**src/rtl/div_unit_pkg.sv**
```systemverilog
// Shared encodings for the multicycle divider: FSM states, command codes and status codes.
// The multiplier uses the same command and status codes.
package div_unit_pkg;

  typedef enum logic [1:0] {
    ST_IDLE = 2'd0,
    ST_CALC = 2'd1,
    ST_FIN  = 2'd2,
    ST_ZERO = 2'd3
  } div_state_e;

  typedef enum logic [1:0] {
    DIV_HOLD  = 2'b00,
    DIV_START = 2'b01,
    DIV_ABORT = 2'b10,
    DIV_RSVD  = 2'b11
  } div_ctrl_e;

  typedef enum logic [1:0] {
    DIV_ST_NONE = 2'b00,
    DIV_ST_DONE = 2'b01,
    DIV_ST_DZ   = 2'b10,
    DIV_ST_RSVD = 2'b11
  } div_status_e;

endpackage

```
**src/rtl/div_unit_if.sv**
```systemverilog
// Command/operand/result bundle between the control unit (master) and the divider (slave).
interface div_unit_if #(
  parameter int WIDTH = 32
);
  import div_unit_pkg::*;

  div_ctrl_e          div_ctrl;
  logic [WIDTH-1:0]   dividend;
  logic [WIDTH-1:0]   divisor;
  logic [WIDTH-1:0]   div_hi;
  logic [WIDTH-1:0]   div_lo;
  div_status_e        div_status;

  modport master (
    output div_ctrl, dividend, divisor,
    input  div_hi, div_lo, div_status
  );

  modport slave (
    input  div_ctrl, dividend, divisor,
    output div_hi, div_lo, div_status
  );

endinterface

```
**src/rtl/div_step.sv**
```systemverilog
// One radix-2 restoring division iteration on unsigned magnitudes.
// quo_i holds the not-yet-consumed dividend bits in its MSBs; quotient bits enter at the LSB.
module div_step #(
  parameter int WIDTH = 32
) (
  input  logic [WIDTH-1:0] rem_i,
  input  logic [WIDTH-1:0] quo_i,
  input  logic [WIDTH-1:0] dvs_i,
  output logic [WIDTH-1:0] rem_o,
  output logic [WIDTH-1:0] quo_o
);

  logic [WIDTH:0] shifted;
  logic [WIDTH:0] trial;

  // rem_i < dvs_i always holds, so the shifted partial remainder fits WIDTH+1 bits
  // and trial[WIDTH] is a clean borrow flag.
  assign shifted = {rem_i, quo_i[WIDTH-1]};
  assign trial   = shifted - {1'b0, dvs_i};

  assign rem_o = trial[WIDTH] ? shifted[WIDTH-1:0] : trial[WIDTH-1:0];
  assign quo_o = {quo_i[WIDTH-2:0], ~trial[WIDTH]};

endmodule

```
**src/rtl/div_unit.sv**
```systemverilog
// Multicycle signed/unsigned divider: lo = quotient, hi = remainder, one restoring step per cycle.
// Status pulses DONE after the result is registered, or DZ for a zero divisor.
module div_unit
  import div_unit_pkg::*;
#(
  parameter int WIDTH  = 32,
  parameter bit SIGNED = 1'b1
) (
  input  logic       clock,
  input  logic       reset,
  div_unit_if.slave  bus
);

  localparam int CNT_W = $clog2(WIDTH) + 1;

  div_state_e         state_q;
  logic [CNT_W-1:0]   cnt_q;
  logic [WIDTH-1:0]   rem_q, quo_q, dvs_q;
  logic [WIDTH-1:0]   rem_d, quo_d;
  logic               neg_quo_q, neg_rem_q;
  logic [WIDTH-1:0]   hi_q, lo_q;
  div_status_e        status_q;

  logic               a_neg, b_neg;
  logic [WIDTH-1:0]   a_mag, b_mag;
  logic [WIDTH-1:0]   quo_fix, rem_fix;

  // -2^(WIDTH-1) negates to itself, which is its correct unsigned magnitude.
  assign a_neg = SIGNED && bus.dividend[WIDTH-1];
  assign b_neg = SIGNED && bus.divisor[WIDTH-1];
  assign a_mag = a_neg ? (~bus.dividend + 1'b1) : bus.dividend;
  assign b_mag = b_neg ? (~bus.divisor  + 1'b1) : bus.divisor;

  assign quo_fix = neg_quo_q ? (~quo_q + 1'b1) : quo_q;
  assign rem_fix = neg_rem_q ? (~rem_q + 1'b1) : rem_q;

  div_step #(.WIDTH(WIDTH)) u_step (
    .rem_i (rem_q),
    .quo_i (quo_q),
    .dvs_i (dvs_q),
    .rem_o (rem_d),
    .quo_o (quo_d)
  );

  always_ff @(posedge clock or negedge reset) begin
    if (!reset) begin
      state_q   <= ST_IDLE;
      cnt_q     <= '0;
      rem_q     <= '0;
      quo_q     <= '0;
      dvs_q     <= '0;
      neg_quo_q <= 1'b0;
      neg_rem_q <= 1'b0;
      hi_q      <= '0;
      lo_q      <= '0;
      status_q  <= DIV_ST_NONE;
    end else begin
      status_q <= DIV_ST_NONE;
      case (state_q)
        ST_IDLE: begin
          if (bus.div_ctrl == DIV_START) begin
            rem_q     <= '0;
            quo_q     <= a_mag;
            dvs_q     <= b_mag;
            neg_quo_q <= a_neg ^ b_neg;
            neg_rem_q <= a_neg;
            cnt_q     <= '0;
            state_q   <= (bus.divisor == '0) ? ST_ZERO : ST_CALC;
          end
        end
        ST_CALC: begin
          if (bus.div_ctrl == DIV_ABORT) begin
            state_q <= ST_IDLE;
          end else begin
            rem_q <= rem_d;
            quo_q <= quo_d;
            cnt_q <= cnt_q + 1'b1;
            if (cnt_q == CNT_W'(WIDTH-1)) state_q <= ST_FIN;
          end
        end
        ST_FIN: begin
          // An abort here still wins: the finished result is dropped silently.
          if (bus.div_ctrl != DIV_ABORT) begin
            lo_q     <= quo_fix;
            hi_q     <= rem_fix;
            status_q <= DIV_ST_DONE;
          end
          state_q <= ST_IDLE;
        end
        ST_ZERO: begin
          status_q <= DIV_ST_DZ;
          state_q  <= ST_IDLE;
        end
        default: state_q <= ST_IDLE;
      endcase
    end
  end

  assign bus.div_hi     = hi_q;
  assign bus.div_lo     = lo_q;
  assign bus.div_status = status_q;

endmodule

```
**src/flat_wrapper.sv**
```systemverilog
// flat-port wrapper written by rule: the top's interface ports become plain ports
module div_unit_flat import div_unit_pkg::*;
#(
  parameter int WIDTH  = 32,
  parameter bit SIGNED = 1'b1
)
  (clock, reset, bus_div_ctrl, bus_dividend, bus_divisor, bus_div_hi, bus_div_lo, bus_div_status);
  div_unit_if #(.WIDTH(WIDTH)) bus_i ();
  input  logic clock;
  input  logic reset;
  input wire logic [$bits(bus_i.div_ctrl)-1:0] bus_div_ctrl;
  input wire logic [$bits(bus_i.dividend)-1:0] bus_dividend;
  input wire logic [$bits(bus_i.divisor)-1:0] bus_divisor;
  output wire logic [$bits(bus_i.div_hi)-1:0] bus_div_hi;
  output wire logic [$bits(bus_i.div_lo)-1:0] bus_div_lo;
  output wire logic [$bits(bus_i.div_status)-1:0] bus_div_status;
  assign bus_i.div_ctrl = bus_div_ctrl;
  assign bus_i.dividend = bus_dividend;
  assign bus_i.divisor = bus_divisor;
  assign bus_div_hi = bus_i.div_hi;
  assign bus_div_lo = bus_i.div_lo;
  assign bus_div_status = bus_i.div_status;
  div_unit #(.WIDTH(WIDTH), .SIGNED(SIGNED)) u_core (.clock(clock), .reset(reset), .bus(bus_i));
endmodule
```
**config.mk**
```make
export PLATFORM = sky130hd
export DESIGN_NAME = div_unit_flat
export DESIGN_NICKNAME = d
export VERILOG_FILES = /design/src/rtl/div_unit_pkg.sv /design/src/rtl/div_unit_if.sv /design/src/rtl/div_step.sv /design/src/rtl/div_unit.sv /design/src/flat_wrapper.sv
export SDC_FILE = /design/constraint.sdc
export NUM_CORES = 1
export LEC_CHECK = 0
export CAP_MARGIN = 10
export CORE_ASPECT_RATIO = 1.2
export CORE_MARGIN = 2
export CORE_UTILIZATION = 52
export DETAILED_ROUTE_END_ITERATION = 16
export HOLD_SLACK_MARGIN = 0.12
export PLACE_DENSITY = 0.78
export REMOVE_ABC_BUFFERS = 1
export SETUP_SLACK_MARGIN = 0.1
export SLEW_MARGIN = 20
export SYNTH_ARGS = -nofsm -noshare
export SYNTH_HDL_FRONTEND = slang
export SYNTH_SLANG_ARGS = --single-unit
```
**constraint.sdc**
```tcl
create_clock -name clock -period 2.85 [get_ports clock]
set_input_delay 0.57 -clock clock [delete_from_list [all_inputs] [get_ports clock]]
set_output_delay 0.57 -clock clock [all_outputs]
set_load 0.02 [all_outputs]
```
==> impl_summary.txt <==
----------------------------------------------------
[Critical path]
  Most prevalent standard cell on the critical path ... buf_12
  Sort of element at the start of the critical path ... flip-flop
  Count of buffer and inverter cells on the critical path ... 2
  Slowest stage delay, CP ... 0.44 ns
  Req. time, crit path ... 3.16 ns
  Worst setup EP type ... flip-flop
  CP top delay family ... simple AND/OR/NAND/NOR gates
  CP Max Fanout ... 8
  Critical path's slowest cell ... or3b_4
  Path type of the worst setup path ... reg -> reg
  Critical path data arrival time ... 3.25 ns
  Crit path cell chain ... ha_2, fa_2, nand2b_4, a21oi_4, o21ai_2, a21oi_2, o211ai_1, nand4_1, or3b_4, buf_12, buf_12, mux2i_2, o21ai_1

[Drt]
  Final WL ... 31420 um
  Uppermost signal routing layer after detailed routing ... met4
  Number of design rule violations left after detail routing ... 0
  Met2 routed wirelength ... 16350 um
  Iteration-0 DRC count of the detailed router ... 965
  Via density per instance ... 5.816
  Routed length on met1 ... 12490 um
  Post-route antenna net violation count ... 0
  Met3 wire length ... 1568 um
  DR pass1 iterations ... 6
  Vias after detailed routing ... 10610
  Wire per inst ... 17.21 um

[Synth]
  Number of different library cells in the post-synthesis netlist ... 66
  Average size of a mapped cell ... 8.700 um^2
  Part of the Yosys area used for sequential elements ... 38.92%
  Share of async-settable or async-resettable flops after synthesis ... 100.0%
  Number of enable flip-flop cells after synthesis ... 0
  Area of the mapped netlist ... 11060 um^2
  Synthesized instance count ... 1271
  Number of register bits inferred by synthesis ... 172
  Synth warn ... 0
  Top flip-flop cell by instance count after synthesis ... dfrtp_1

[Floorplan]
  Floorplan row count ... 58
  Die area ... 22450 um^2
  Die height ... 163.7 um
  Effective utilization at floorplan ... 52.91%
  Core area ... 20900 um^2
  Floorplan die width ... 137.1 um
  # IOs ... 134

[STA]
  Final number of setup-violating endpoints ... 20
  Hold violation count in the final report ... 0
  Slew at the pin closest to its max-slew limit ... 1.157 ns
  Top achievable clock speed ... 340.3 MHz
  Post-route setup slack ... -0.08873 ns
  Worst clock skew ... 0.01012 ns
  Share of the clock period used by the worst path after layout ... 103.1%
  Setup repair after global routing missed its margin ... yes
  Final min period ... 2.939 ns
  Final-report max-slew violation count ... 0
  Relative slew slack ... 22.90%
  Tightest hold margin ... 0.4743 ns

[Global route]
  Largest net degree at the start of global routing ... 79
  Number of global-route vias before repair ... 10500
  Gr usage total ... 28.19%
  Initial antenna violation count ... 1
  Total congestion overflow after global routing ... 0
  Wire length of the first global-routing pass ... 50430 um

[Clock network]
  Number of buffers on the longest clock path ... 2
  Clock slew seen by the registers of the worst setup and hold paths ... 0.07 ns
  Number of buffers created by CTS ... 17
  TritonCTS Sinks ... 172
  Clock latency reported for the late side of the worst-skew pair ... 0.44 ns
  Clock tree from TritonCTS ... built
  Clk Tree Root Cell ... clkbuf_16
  H-tree levels ... 4

[Pwr]
  Worst vdd ir ... 0.0007198 V
  Leakage power ... 0.006823 uW
  Power per unit of standard cell area ... 1236 nW/um^2

[Status]
  Violations in the final reports ... setup timing
  Status ... finished, violations left

[Placement]
  Final weighted congestion of routability-driven global placement ... 0.9308
  Setup slack after placement ... -0.5708 ns
  Buffers added on ports ... 133
  HPWL Detailed ... 21360 um

[Finish]
  Area Growth Syn to Fin ... 36.24%
  Layout cell share with drive strength beyond 1 ... 19.36%
  Antenna Diode Count ... 0
  Number of nets in the final layout ... 1648

[Worst hold path]
  Worst min path class ... reg -> reg

[Run]
  Maxcap violations ... 0

----------------------------------------------------
power breakdown:
group	internal, uW	leakage (uW)	total [uW]	switching, uW
clock	1540	0.000319	2620	1080
combinational	5450	0.00430	11600	6160
sequential	3460	0.00220	4400	936
total	10500	0.00682	18600	8180
placed cells by master, fill, tap and decap left out, types with 5 or more instances in the layout:
cell and n:
clkbuf_16 17, xor2_1 114, a21o_1 13, o21ai_1 35
xnor2_1 35, clkdlybuf4s50_1 122, dfrtp_1 172, nor2_1 37
or3_1 7, inv_1 50, a31oi_1 5, nand2_1 198
nor3_1 12, nand2b_1 17, mux2i_1 29, o41ai_1 15
buf_4 172, a21oi_1 27, and2_1 5, or4_1 12
o21ai_0 176, a22oi_1 22, o211ai_1 6, o21ai_2 9
o31ai_1 34, nand3_1 14, or4_4 7, ha_1 34
buf_12 7, nor2b_1 8, or3_4 9, nand4_1 9
cell type report:
| type | count | area (um^2) |
|---|---|---|
| Inverter | 51 | 191.4 |
| Tap cell | 270 | 337.8 |
| Fill cell | 1508 | 5834 |
| Sequential cell | 172 | 4304 |
| Clock inverter | 13 | 202.7 |
| Timing Repair Buffer | 317 | 2865 |
| Multi-Input combinational cell | 983 | 6711 |
| Clock buffer | 19 | 452.9 |
flip-flops by register name, indices dropped and copies added, names as in the netlist:
| register | flops |
|---|---|
| u_core.bus.div_hi | 32 |
| u_core.quo_q | 32 |
| u_core.state_q | 2 |
| u_core.bus.div_status | 2 |
| u_core.bus.div_lo | 32 |
| u_core.cnt_q | 6 |
| u_core.neg_rem_q | 1 |
| u_core.dvs_q | 32 |
| u_core.rem_q | 32 |
| u_core.neg_quo_q | 1 |
worst register-to-register path: cells and delay by family (launching register included):
family	cells	cell delay, ns
AOI/OAI and AO/OA	5	0.65
adders and majority gates	2	0.55
buffers and inverters	2	0.32
DFF	1	0.40
muxes	1	0.18
and+or+nand+nor	3	0.72
per-layer routing:
layer | vias up | track usage [%]
li1 | 5050 | -
met2 | 379 | 49.34
met5 | - | 0
met3 | 74 | 4.352
met1 | 5111 | 33.77
met4 | 0 | 13.17
final timing paths:
path	start	depth (start not counted)	slack, ns	end
max in group asynchronous	reset	3	1.38	u_core.quo_q[5]
min reg2reg	u_core.bus.div_hi[9]	2	0.47	u_core.bus.div_hi[9]
min	u_core.bus.div_hi[9]	2	0.47	u_core.bus.div_hi[9]
max	u_core.dvs_q[0]	13	-0.09	u_core.rem_q[17]
min in group asynchronous	reset	2	0.64	u_core.bus.div_lo[26]
max reg2reg	u_core.dvs_q[0]	13	-0.09	u_core.rem_q[17]
cell families after synthesis:
| logic type | Yosys count | share of synthesized area, % |
|---|---|---|
| flops | 172 | 38.92 |
| compound gates | 392 | 21.36 |
| mux | 34 | 3.100 |
| buf+inv | 116 | 4.107 |
| fa+ha+maj | 38 | 4.367 |
| simple gates | 370 | 16.34 |
| xor+xnor | 149 | 11.80 |
cell usage after synthesis (13+ instances only):
| cell type | n | share of area [%] |
|---|---|---|
| or4_1 | 16 | 1.1 |
| a21oi_1 | 32 | 1.4 |
| xnor2_1 | 35 | 2.8 |
| o31ai_1 | 39 | 2.6 |
| clkbuf_1 | 56 | 1.9 |
| inv_1 | 51 | 1.7 |
| o21ai_0 | 216 | 9.8 |
| mux2i_1 | 32 | 2.9 |
| ha_1 | 37 | 4.2 |
| nand2_1 | 200 | 6.8 |
| nor3_1 | 14 | 0.63 |
| a21o_1 | 13 | 0.88 |
| a22oi_1 | 22 | 1.5 |
| o41ai_1 | 20 | 1.6 |
| nand2b_1 | 18 | 1.0 |
| nand3_1 | 18 | 0.81 |
| dfrtp_1 | 172 | 39 |
| xor2_1 | 114 | 9.0 |
| nor2_1 | 39 | 1.3 |
metrics by stage:
step | instance area (um^2) | power, uW | util [%] | std cells | setup TNS [ns]
final | 15070 | 18630 | 72.08 | 1825 | -0.8443
after global routing | 15070 | 19810 | 72.08 | 1825 | -2.998
after CTS | 14780 | 18060 | 70.70 | 1819 | -1.223
after detailed placement | 13740 | 14260 | 65.73 | 1772 | -15.93
after global placement | 13740 | 13950 | 65.73 | 1772 | -10.42
after floorplan | 10800 | 10530 | - | 1206 | -67.56
repair_timing:
item                                    CTS  global route
gates cloned                              4             0
pin swaps                                33            19
endpoints found under the setup margin   47            60
hold buffers                              1             0
hold endpoints to repair                 22             0
setup buffers                            10             6
gates resized for setup                  82            50
No activity file was read; power rests on OpenSTA's default activity.
